File: src/rtl/instr_class_profiler_if.sv
// Commit-stage bus observed by the instruction-class profiler.
interface instr_class_profiler_if #(
    parameter int unsigned NR_COMMIT_PORTS = 2
);
    logic [NR_COMMIT_PORTS-1:0]       commit_valid_i;
    logic [NR_COMMIT_PORTS-1:0][31:0] commit_instr_i;

    modport master (output commit_valid_i, output commit_instr_i);
    modport slave  (input  commit_valid_i, input  commit_instr_i);
endinterface

File: src/rtl/instr_class_profiler.sv
// Per-class retired-instruction counters with a consistent snapshot bank.
// Two-stage pipeline: stage 0 registers commits, stage 1 classifies and accumulates.
module instr_class_profiler #(
    parameter int unsigned NR_COMMIT_PORTS = 2,
    parameter int unsigned CNT_WIDTH       = 32,
    parameter bit          SATURATE        = 1'b1
) (
    input  logic                     clk_i,
    input  logic                     rst_ni,
    instr_class_profiler_if.slave    commit,
    input  logic                     enable_i,
    input  logic                     clear_i,
    input  logic                     snapshot_req_i,
    output logic                     snapshot_done_o,
    input  logic                     rd_en_i,
    input  logic [3:0]               rd_class_i,
    output logic [CNT_WIDTH-1:0]     rd_data_o,
    output logic                     rd_valid_o,
    output logic [15:0]              overflow_o
);

    localparam int unsigned NR_CLASSES = 16;
    localparam int unsigned IW         = $clog2(NR_COMMIT_PORTS + 1);

    typedef enum logic [3:0] {
        CLS_LOAD    = 4'd0,
        CLS_STORE   = 4'd1,
        CLS_BRANCH  = 4'd2,
        CLS_JUMP    = 4'd3,
        CLS_ALU_IMM = 4'd4,
        CLS_ALU     = 4'd5,
        CLS_MULDIV  = 4'd6,
        CLS_CSR     = 4'd7,
        CLS_SYSTEM  = 4'd8,
        CLS_FENCE   = 4'd9,
        CLS_FP      = 4'd10,
        CLS_AMO     = 4'd11,
        CLS_RVC     = 4'd12,
        CLS_DEBUG   = 4'd13,
        CLS_NOP     = 4'd14,
        CLS_OTHER   = 4'd15
    } class_e;

    typedef enum logic [6:0] {
        OPC_LOAD      = 7'b0000011,
        OPC_LOAD_FP   = 7'b0000111,
        OPC_CUSTOM0   = 7'b0001011,
        OPC_MISC_MEM  = 7'b0001111,
        OPC_OP_IMM    = 7'b0010011,
        OPC_AUIPC     = 7'b0010111,
        OPC_OP_IMM_32 = 7'b0011011,
        OPC_STORE     = 7'b0100011,
        OPC_STORE_FP  = 7'b0100111,
        OPC_AMO       = 7'b0101111,
        OPC_OP        = 7'b0110011,
        OPC_LUI       = 7'b0110111,
        OPC_OP_32     = 7'b0111011,
        OPC_MADD      = 7'b1000011,
        OPC_MSUB      = 7'b1000111,
        OPC_NMSUB     = 7'b1001011,
        OPC_NMADD     = 7'b1001111,
        OPC_OP_FP     = 7'b1010011,
        OPC_CUSTOM2   = 7'b1011011,
        OPC_BRANCH    = 7'b1100011,
        OPC_JALR      = 7'b1100111,
        OPC_JAL       = 7'b1101111,
        OPC_SYSTEM    = 7'b1110011
    } opcode_e;

    function automatic class_e classify(input logic [31:0] instr);
        class_e cls;
        if (instr[1:0] != 2'b11) begin
            cls = CLS_RVC;
        end else if (instr == 32'h0000_0013) begin
            cls = CLS_NOP;
        end else begin
            case (instr[6:0])
                OPC_LOAD, OPC_LOAD_FP:                     cls = CLS_LOAD;
                OPC_STORE, OPC_STORE_FP:                   cls = CLS_STORE;
                OPC_BRANCH:                                cls = CLS_BRANCH;
                OPC_JAL, OPC_JALR:                         cls = CLS_JUMP;
                OPC_OP_IMM, OPC_OP_IMM_32,
                OPC_LUI, OPC_AUIPC:                        cls = CLS_ALU_IMM;
                OPC_OP, OPC_OP_32:
                    cls = (instr[31:25] == 7'b0000001) ? CLS_MULDIV : CLS_ALU;
                OPC_SYSTEM:
                    cls = (instr[14:12] != 3'b000) ? CLS_CSR : CLS_SYSTEM;
                OPC_MISC_MEM:                              cls = CLS_FENCE;
                OPC_MADD, OPC_MSUB, OPC_NMSUB,
                OPC_NMADD, OPC_OP_FP:                      cls = CLS_FP;
                OPC_AMO:                                   cls = CLS_AMO;
                OPC_CUSTOM0, OPC_CUSTOM2:                  cls = CLS_DEBUG;
                default:                                   cls = CLS_OTHER;
            endcase
        end
        return cls;
    endfunction

    logic [NR_COMMIT_PORTS-1:0]       s0_valid;
    logic [NR_COMMIT_PORTS-1:0][31:0] s0_instr;
    class_e                           port_cls [NR_COMMIT_PORTS];
    logic [IW-1:0]                    inc      [NR_CLASSES];
    logic [CNT_WIDTH:0]               sum      [NR_CLASSES];
    logic [CNT_WIDTH-1:0]             live     [NR_CLASSES];
    logic [CNT_WIDTH-1:0]             next_live[NR_CLASSES];
    logic [CNT_WIDTH-1:0]             shadow   [NR_CLASSES];
    logic [15:0]                      next_ovf;

    // Stage 0: enable is applied here so commits already past it still count.
    always_ff @(posedge clk_i) begin
        if (!rst_ni) begin
            s0_valid <= '0;
            s0_instr <= '0;
        end else if (clear_i) begin
            s0_valid <= '0;
            s0_instr <= '0;
        end else begin
            s0_valid <= commit.commit_valid_i & {NR_COMMIT_PORTS{enable_i}};
            s0_instr <= commit.commit_instr_i;
        end
    end

    always_comb begin
        for (int unsigned p = 0; p < NR_COMMIT_PORTS; p++) begin
            port_cls[p] = classify(s0_instr[p]);
        end
    end

    always_comb begin
        for (int unsigned c = 0; c < NR_CLASSES; c++) begin
            inc[c] = '0;
            for (int unsigned p = 0; p < NR_COMMIT_PORTS; p++) begin
                if (s0_valid[p] && (port_cls[p] == 4'(c))) begin
                    inc[c] = inc[c] + IW'(1);
                end
            end
        end
    end

    // Carry out of the widened sum marks overflow in both saturate and wrap modes.
    always_comb begin
        next_ovf = overflow_o;
        for (int unsigned c = 0; c < NR_CLASSES; c++) begin
            sum[c]       = {1'b0, live[c]} + (CNT_WIDTH + 1)'(inc[c]);
            next_live[c] = sum[c][CNT_WIDTH-1:0];
            if (sum[c][CNT_WIDTH]) begin
                next_ovf[c] = 1'b1;
                if (SATURATE) begin
                    next_live[c] = '1;
                end
            end
        end
    end

    always_ff @(posedge clk_i) begin
        if (!rst_ni || clear_i) begin
            for (int unsigned c = 0; c < NR_CLASSES; c++) begin
                live[c] <= '0;
            end
            overflow_o <= '0;
        end else begin
            for (int unsigned c = 0; c < NR_CLASSES; c++) begin
                live[c] <= next_live[c];
            end
            overflow_o <= next_ovf;
        end
    end

    // Shadow copies pre-update live values, so a concurrent clear still lands here.
    always_ff @(posedge clk_i) begin
        if (!rst_ni) begin
            for (int unsigned c = 0; c < NR_CLASSES; c++) begin
                shadow[c] <= '0;
            end
        end else if (snapshot_req_i) begin
            for (int unsigned c = 0; c < NR_CLASSES; c++) begin
                shadow[c] <= live[c];
            end
        end
    end

    always_ff @(posedge clk_i) begin
        if (!rst_ni) begin
            snapshot_done_o <= 1'b0;
            rd_valid_o      <= 1'b0;
            rd_data_o       <= '0;
        end else begin
            snapshot_done_o <= snapshot_req_i;
            rd_valid_o      <= rd_en_i;
            if (rd_en_i) begin
                rd_data_o <= shadow[rd_class_i];
            end
        end
    end

endmodule

File: src/flat_wrapper.sv
// flat-port wrapper written by rule: the top's interface ports become plain ports
module instr_class_profiler_flat 
#(
    parameter int unsigned NR_COMMIT_PORTS = 2,
    parameter int unsigned CNT_WIDTH       = 32,
    parameter bit          SATURATE        = 1'b1
)
  (clk_i, rst_ni, enable_i, clear_i, snapshot_req_i, snapshot_done_o, rd_en_i, rd_class_i, rd_data_o, rd_valid_o, overflow_o, commit_commit_valid_i, commit_commit_instr_i);
  instr_class_profiler_if #(.NR_COMMIT_PORTS(NR_COMMIT_PORTS)) commit_i ();
  input  logic clk_i;
  input  logic rst_ni;
  input  logic enable_i;
  input  logic clear_i;
  input  logic snapshot_req_i;
  output logic snapshot_done_o;
  input  logic rd_en_i;
  input  logic [3:0] rd_class_i;
  output logic [CNT_WIDTH-1:0] rd_data_o;
  output logic rd_valid_o;
  output logic [15:0] overflow_o;
  input wire logic [$bits(commit_i.commit_valid_i)-1:0] commit_commit_valid_i;
  input wire logic [$bits(commit_i.commit_instr_i)-1:0] commit_commit_instr_i;
  assign commit_i.commit_valid_i = commit_commit_valid_i;
  assign commit_i.commit_instr_i = commit_commit_instr_i;
  instr_class_profiler #(.NR_COMMIT_PORTS(NR_COMMIT_PORTS), .CNT_WIDTH(CNT_WIDTH), .SATURATE(SATURATE)) u_core (.clk_i(clk_i), .rst_ni(rst_ni), .commit(commit_i), .enable_i(enable_i), .clear_i(clear_i), .snapshot_req_i(snapshot_req_i), .snapshot_done_o(snapshot_done_o), .rd_en_i(rd_en_i), .rd_class_i(rd_class_i), .rd_data_o(rd_data_o), .rd_valid_o(rd_valid_o), .overflow_o(overflow_o));
endmodule
File: config.mk
export PLATFORM = sky130hd
export DESIGN_NAME = instr_class_profiler_flat
export DESIGN_NICKNAME = d
export VERILOG_FILES = /design/src/rtl/instr_class_profiler_if.sv /design/src/rtl/instr_class_profiler.sv /design/src/flat_wrapper.sv
export SDC_FILE = /design/constraint.sdc
export NUM_CORES = 2
export LEC_CHECK = 0
export ABC_AREA = 1
export BUFFER_PORTS_ARGS = -buffer_cell sky130_fd_sc_hd__buf_2
export CAP_MARGIN = 20
export CORE_MARGIN = 3
export CORE_UTILIZATION = 55
export DETAILED_ROUTE_END_ITERATION = 10
export PLACE_DENSITY = 0.71
export SETUP_SLACK_MARGIN = 0.15
export SYNTH_ARGS = -nofsm -noshare
export SYNTH_HDL_FRONTEND = slang
export SYNTH_SLANG_ARGS = --single-unit
File: constraint.sdc
create_clock -name clk_i -period 12.28 [get_ports clk_i]
set_clock_uncertainty 0.15 [all_clocks]
set_input_delay 0 -clock clk_i [delete_from_list [all_inputs] [get_ports clk_i]]
set_output_delay 0 -clock clk_i [all_outputs]
set_load 0.01 [all_outputs]
# Word-level counts from Yosys, hierarchy flattened
# Memory sizes are Yosys's and may differ from the RTL's. A register that Yosys moved wholly into a read port is not among the register bits.
# Cells that the tools add are included.
# classes
bitwise,34
add_sub_neg,32
n_eq_ne,82
reduce_logical,54
muxes,97
# ops
op,n
$mux 32,48
$add 32x2->33,16
$eq 7x7->1 const B,20
$pmux 4 s11,2
$eq 7x6->1 const B,12
$eq 32x5->1 const B,2
$eq 4x4->1 const B,16
$eq 7x5->1 const B,6
$mux 2,18
$add 1x1->2 const B,16
$eq 4x3->1 const B,8
$logic_and 1x1->1,32
$or 1x1->1,32
$eq 7x4->1 const B,4
$mux 4,6
$mux 1,23
$reduce_or 2->1,11
$eq 4x2->1 const B,4
$eq 7x1->1 const B,2
$eq 7x2->1 const B,2
$eq 7x3->1 const B,2
$reduce_or 5->1,2
$eq 4x1->1 const B,2
$logic_not 4->1,2
7 further kinds,11
# word_totals
word_cells,322
regBits,84
memories,2
inputBits,76
output_inout_bits,50
mem_bits_rw,1024
# memory_table
name,words,width,read_ports,rd_ports_with_merged_regs,wr,line,rtl
u_core.live,16,32,16,0,16,instr_class_profiler.sv:104,logic [CNT_WIDTH-1:0] live [NR_CLASSES];
u_core.shadow,16,32,1,1,16,instr_class_profiler.sv:106,logic [CNT_WIDTH-1:0] shadow [NR_CLASSES];

# Logic depth before layout (Yosys ltp)
# logic_depth
ltp_word,13
ltp_mapped,28
ltp_nobuf,27

# Worst setup path after synthesis
# No wires, ideal clock.
# synth_timing
path_type,input to register
from,in rst_ni
to,mem u_core.shadow[0][0] (enable)
n_path_buf,1
setup_ps,667
path_stages,3
setup_slack_ps,5139
t_arrival_ps,6325
path_cell_list,buf_2 > inv_2 > or2_2
# synth_rtl
element,line,rtl
from (decl),flat_wrapper.sv:11,input logic rst_ni;
to (decl),instr_class_profiler.sv:106,

==> summary.log <==
qor: setup_path.r2r.worst_path.cells 24
qor: drt.routedWlPerCell 19.29 microns
qor: grt.gr-usage-met1 45.27%
qor: placement.placedInstanceArea 59360 sq um
qor: logic_synthesis.synthArstFlopShare 0%
qor: cts.cts-root-buf sky130_fd_sc_hd__clkbuf_16
qor: logic_synthesis.yosys_most_used_dff sky130_fd_sc_hd__dfxtp_1
qor: floorplan.chipHeight 330.4 microns
qor: pwr.ir_worst_vdd 116.4 uV
qor: drt.drt-initial-drc-count 5717
qor: cts.htree_levels 3
qor: pwr.p_clk_share 45.9%
qor: setup_path.critPathRequiredTime 12.77 ns
qor: timing.grt_setup_unrepaired false
qor: grt.grt_busiest_layer met2
qor: timing.setup_viol 0
qor: grt.largest_net_degree_at_the_start_of_global_routing 178
qor: logic_synthesis.synthesis.nets 7912
qor: grt.global_route.usage.met3 4.572%
qor: min_path.hold_class input pin to flip-flop
qor: setup_path.r2r_end u_core.live[0][58]
qor: setup_path.cp_data_arrival_time 5.41 ns
qor: min_path.min_from clear_i
qor: grt.grt-ovfl-total 0
qor: setup_path.cp_capture_type flip-flop
qor: timing.fmaxAchievable 203.4 MHz
qor: pwr.pwr-share-seq 48.8%
qor: placement.port_buffers 125
qor: drt.antenna_left 0
qor: timing.worst_slew_margin_rel 21.58%
qor: cts.cts.clk_slew.worst_paths 0.06 ns
qor: timing.slew_viol_final 0
qor: cts.tritoncts_clock_tree yes
qor: grt.vias_in_the_first_global_route 48470
qor: floorplan.die_w 330.4 microns
qor: pwr.pwrdens 128.6 nW/um^2
qor: timing.timing.final.ws_setup 7.363 ns
qor: pwr.power_frac_comb 5.3%
qor: timing.finalSetupTns 0 ns
qor: logic_synthesis.count_of_flip_flops_with_a_built_in_enable_after_synthesis 512
qor: placement.post-place-ws 7.450 ns
qor: logic_synthesis.yosysTopAreaCellShare 26.57%
qor: cts.tritoncts.num_buffers 120
qor: floorplan.coreArea 103900 sq um
qor: drt.drt_total_wl 181500 microns
qor: cts.cts_resized 0
qor: grt.grtUsageTotal 32.80%
qor: min_path.timing.hold.worst_endpoint u_core.live[0][437]
qor: logic_synthesis.yosys_register_bits 1140
qor: timing.hold_viol_final 0
qor: placement.placed_instances 9030
qor: timing.worst-slew-pin-transition 1.176 ns
qor: cells_and_area.layout.cells.most_common sky130_fd_sc_hd__nand2_1
qor: grt.grtUsageMet2 51.17%
qor: drt.post-route-drc-count 0
qor: cells_and_area.area_growth 12.35%
qor: placement.hpwlAfterDp 128800 microns
qor: logic_synthesis.yosys.cell_types.count 51
qor: timing.post-route-period-util 40.04%
qor: pwr.power_report.internal_total 6.419 mW
qor: floorplan.die_area 109100 sq um
qor: cells_and_area.finalNetCount 8058
qor: setup_path.setup.reg_to_reg.worst_slack 7.36 ns
qor: drt.vias 51620
qor: setup_path.r2r_start u_core.s0_instr[6]
qor: logic_synthesis.postSynthAreaPerCell 7.446 sq um
qor: timing.timing.final.crit_period 4.917 ns
qor: logic_synthesis.synth_warnings 0
qor: logic_synthesis.netlist_instances 7772
qor: cts.clock_tree.buffer_depth 3
qor: cts.clock_insertion_delay_worst_skew 0.72 ns
qor: pwr.switching_power 1.942 mW
qor: logic_synthesis.synth_seq_area_share 48.30%
qor: logic_synthesis.synth_area_leaders sky130_fd_sc_hd__edfxtp_1, sky130_fd_sc_hd__dfxtp_1, sky130_fd_sc_hd__nand2_1, sky130_fd_sc_hd__nor2_1, sky130_fd_sc_hd__inv_1
qor: grt.number_of_antenna_violations_at_the_first_check_in_global_routing 11
qor: grt.grt_pass1_wl 277800 microns
qor: floorplan.placement_rows 118
qor: setup_path.worst_setup_path_start_kind flip-flop
qor: cts.cts-hold-fix-buffers 144
qor: cells_and_area.final_cell_mix sky130_fd_sc_hd__nand2_1, sky130_fd_sc_hd__nor2_1, sky130_fd_sc_hd__inv_1
qor: floorplan.design.portCount 126
qor: pwr.sw_frac_of_total 23.22%
qor: cells_and_area.final_layout_size_suffix_gt1_share 5.894%
qor: cells_and_area.finalNonFillerCells 9412
qor: placement.globalplace.congestion 0.9720
qor: job.maxCapViolCount 0
qor: setup_path.critical_path_peak_fanout 20
qor: logic_synthesis.synth_top_cell_by_area sky130_fd_sc_hd__edfxtp_1
qor: cells_and_area.final_design_area_no_fill 65010 sq um
qor: cts.cts_sinks 1140
qor: drt.first_pass_iters 7
qor: min_path.min_path_cells 5
qor: setup_path.worstSetupPathType flip-flop to flip-flop
qor: cts.post-cts-setup-buffer-count 0
qor: run_status.run_status complete, no violations
qor: pwr.power_leakage 28.32 nW
qor: floorplan.starting_density 55.67%
qor: drt.post_drt_via_cell_ratio 5.484
qor: logic_synthesis.netlist_area 57870 sq um
cells in the mapped netlist (19+ instances only):
cell / instances
sky130_fd_sc_hd__inv_1: 1210
sky130_fd_sc_hd__ha_1: 48
sky130_fd_sc_hd__a31oi_1: 33
sky130_fd_sc_hd__or2_2: 32
sky130_fd_sc_hd__o211ai_1: 35
sky130_fd_sc_hd__o221ai_1: 32
sky130_fd_sc_hd__clkbuf_1: 161
sky130_fd_sc_hd__nand3_1: 571
sky130_fd_sc_hd__a21oi_1: 243
sky130_fd_sc_hd__xnor2_1: 28
sky130_fd_sc_hd__buf_1: 20
sky130_fd_sc_hd__nand2_1: 1819
sky130_fd_sc_hd__buf_2: 83
sky130_fd_sc_hd__xor2_1: 201
sky130_fd_sc_hd__o21ai_0: 254
sky130_fd_sc_hd__nand3b_1: 19
sky130_fd_sc_hd__o31ai_1: 35
sky130_fd_sc_hd__edfxtp_1: 512
sky130_fd_sc_hd__nand4_1: 111
sky130_fd_sc_hd__nor2_1: 1345
sky130_fd_sc_hd__nor3_1: 187
sky130_fd_sc_hd__dfxtp_1: 628
logic make-up (layout without fill, tap and decap cells):
logic type	Yosys count	in the layout	share of synthesized area, %
xor gates and xnor gates	229	229	3.466
buffers and inverters	1506	1759	10.09
DFF	1140	1140	48.30
adders and majority gates	64	64	1.591
AOI/OAI and AO/OA	657	657	6.344
and+or+nand+nor	4176	4176	30.21
other	0	7	0
cell type report:
cell class	count	area (sq um)
fillers	9435	38930
flip-flops and latches	1140	27950
multi-input cells	5126	24100
inverters	1226	4616
clock buffers	159	3327
repair buffers	304	2465
well taps	1380	1727
clock inverters	70	814.5
diodes	7	17.52
through the flow:
step	hold slack, ns	util (%)	power, mW
floorplan	-0.03778	-	4.395
global placement	0.06385	57.05	4.554
finish	0.1115	62.55	8.361
CTS	0.07028	62.48	8.385
detailed placement	0.06971	57.11	4.558
global route	0.1133	62.55	8.566
how the worst max path moves through the flow:
stage | startpoint | endpoint | slack (ns)
finish | u_core.s0_instr[6] | u_core.live[0][58] | 7.36
CTS | u_core.s0_instr[34] | u_core.live[0][496] | 7.42
floorplan | rst_ni | u_core.shadow[0][0] | 5.14
global route | u_core.s0_instr[33] | u_core.live[0][496] | 6.87
detailed placement | u_core.s0_instr[34] | u_core.live[0][496] | 7.45
global placement | u_core.s0_instr[6] | u_core.live[0][61] | 7.34
sequential cells by signal, indices dropped and copies added, names as in the netlist:
name / count
u_core.shadow: 512
u_core.live: 512
u_core.snapshot_done_o: 1
u_core.rd_valid_o: 1
u_core.overflow_o: 16
u_core.s0_instr: 64
u_core.s0_valid: 2
u_core.rd_data_o: 32
routing by layer:
layer  share of wire [%]  up-vias
met3                 7.9      419
li1                    -    24860
met4                 5.4        4
met1                  42    24270
met5               0.015        -
met2                  44     2072
critical path, cell delays in order, from the launching register on:
cell,delay (ns)
sky130_fd_sc_hd__dfxtp_1,0.43
sky130_fd_sc_hd__inv_1,0.16
sky130_fd_sc_hd__nand3_1,0.13
sky130_fd_sc_hd__inv_1,0.05
sky130_fd_sc_hd__nand2_1,0.10
sky130_fd_sc_hd__nand2_1,0.06
sky130_fd_sc_hd__nor3b_1,0.28
sky130_fd_sc_hd__nand2_1,0.14
sky130_fd_sc_hd__nor2_1,0.13
sky130_fd_sc_hd__nand2_1,0.08
sky130_fd_sc_hd__nor2_1,0.63
sky130_fd_sc_hd__ha_1,0.26
sky130_fd_sc_hd__ha_1,0.16
sky130_fd_sc_hd__inv_1,0.07
sky130_fd_sc_hd__fa_1,0.43
sky130_fd_sc_hd__inv_1,0.08
sky130_fd_sc_hd__nand2_1,0.08
sky130_fd_sc_hd__nor2_2,0.18
sky130_fd_sc_hd__nand2_1,0.14
sky130_fd_sc_hd__nor2_1,0.19
sky130_fd_sc_hd__nand2_1,0.38
sky130_fd_sc_hd__buf_16,0.31
sky130_fd_sc_hd__nand3_1,0.09
sky130_fd_sc_hd__nand2_1,0.05
sky130_fd_sc_hd__inv_1,0.08
power by group through the flow:
stage | clock [mW] | combinational, mW | sequential [mW]
final | 3.83 | 0.444 | 4.08
after global routing | 4.01 | 0.473 | 4.09
after detailed placement | 0 | 0.395 | 4.16
after global placement | 0 | 0.392 | 4.16
after CTS | 3.87 | 0.430 | 4.08
after floorplan | 0 | 0.230 | 4.16
Power figures use the tool's default switching activity.
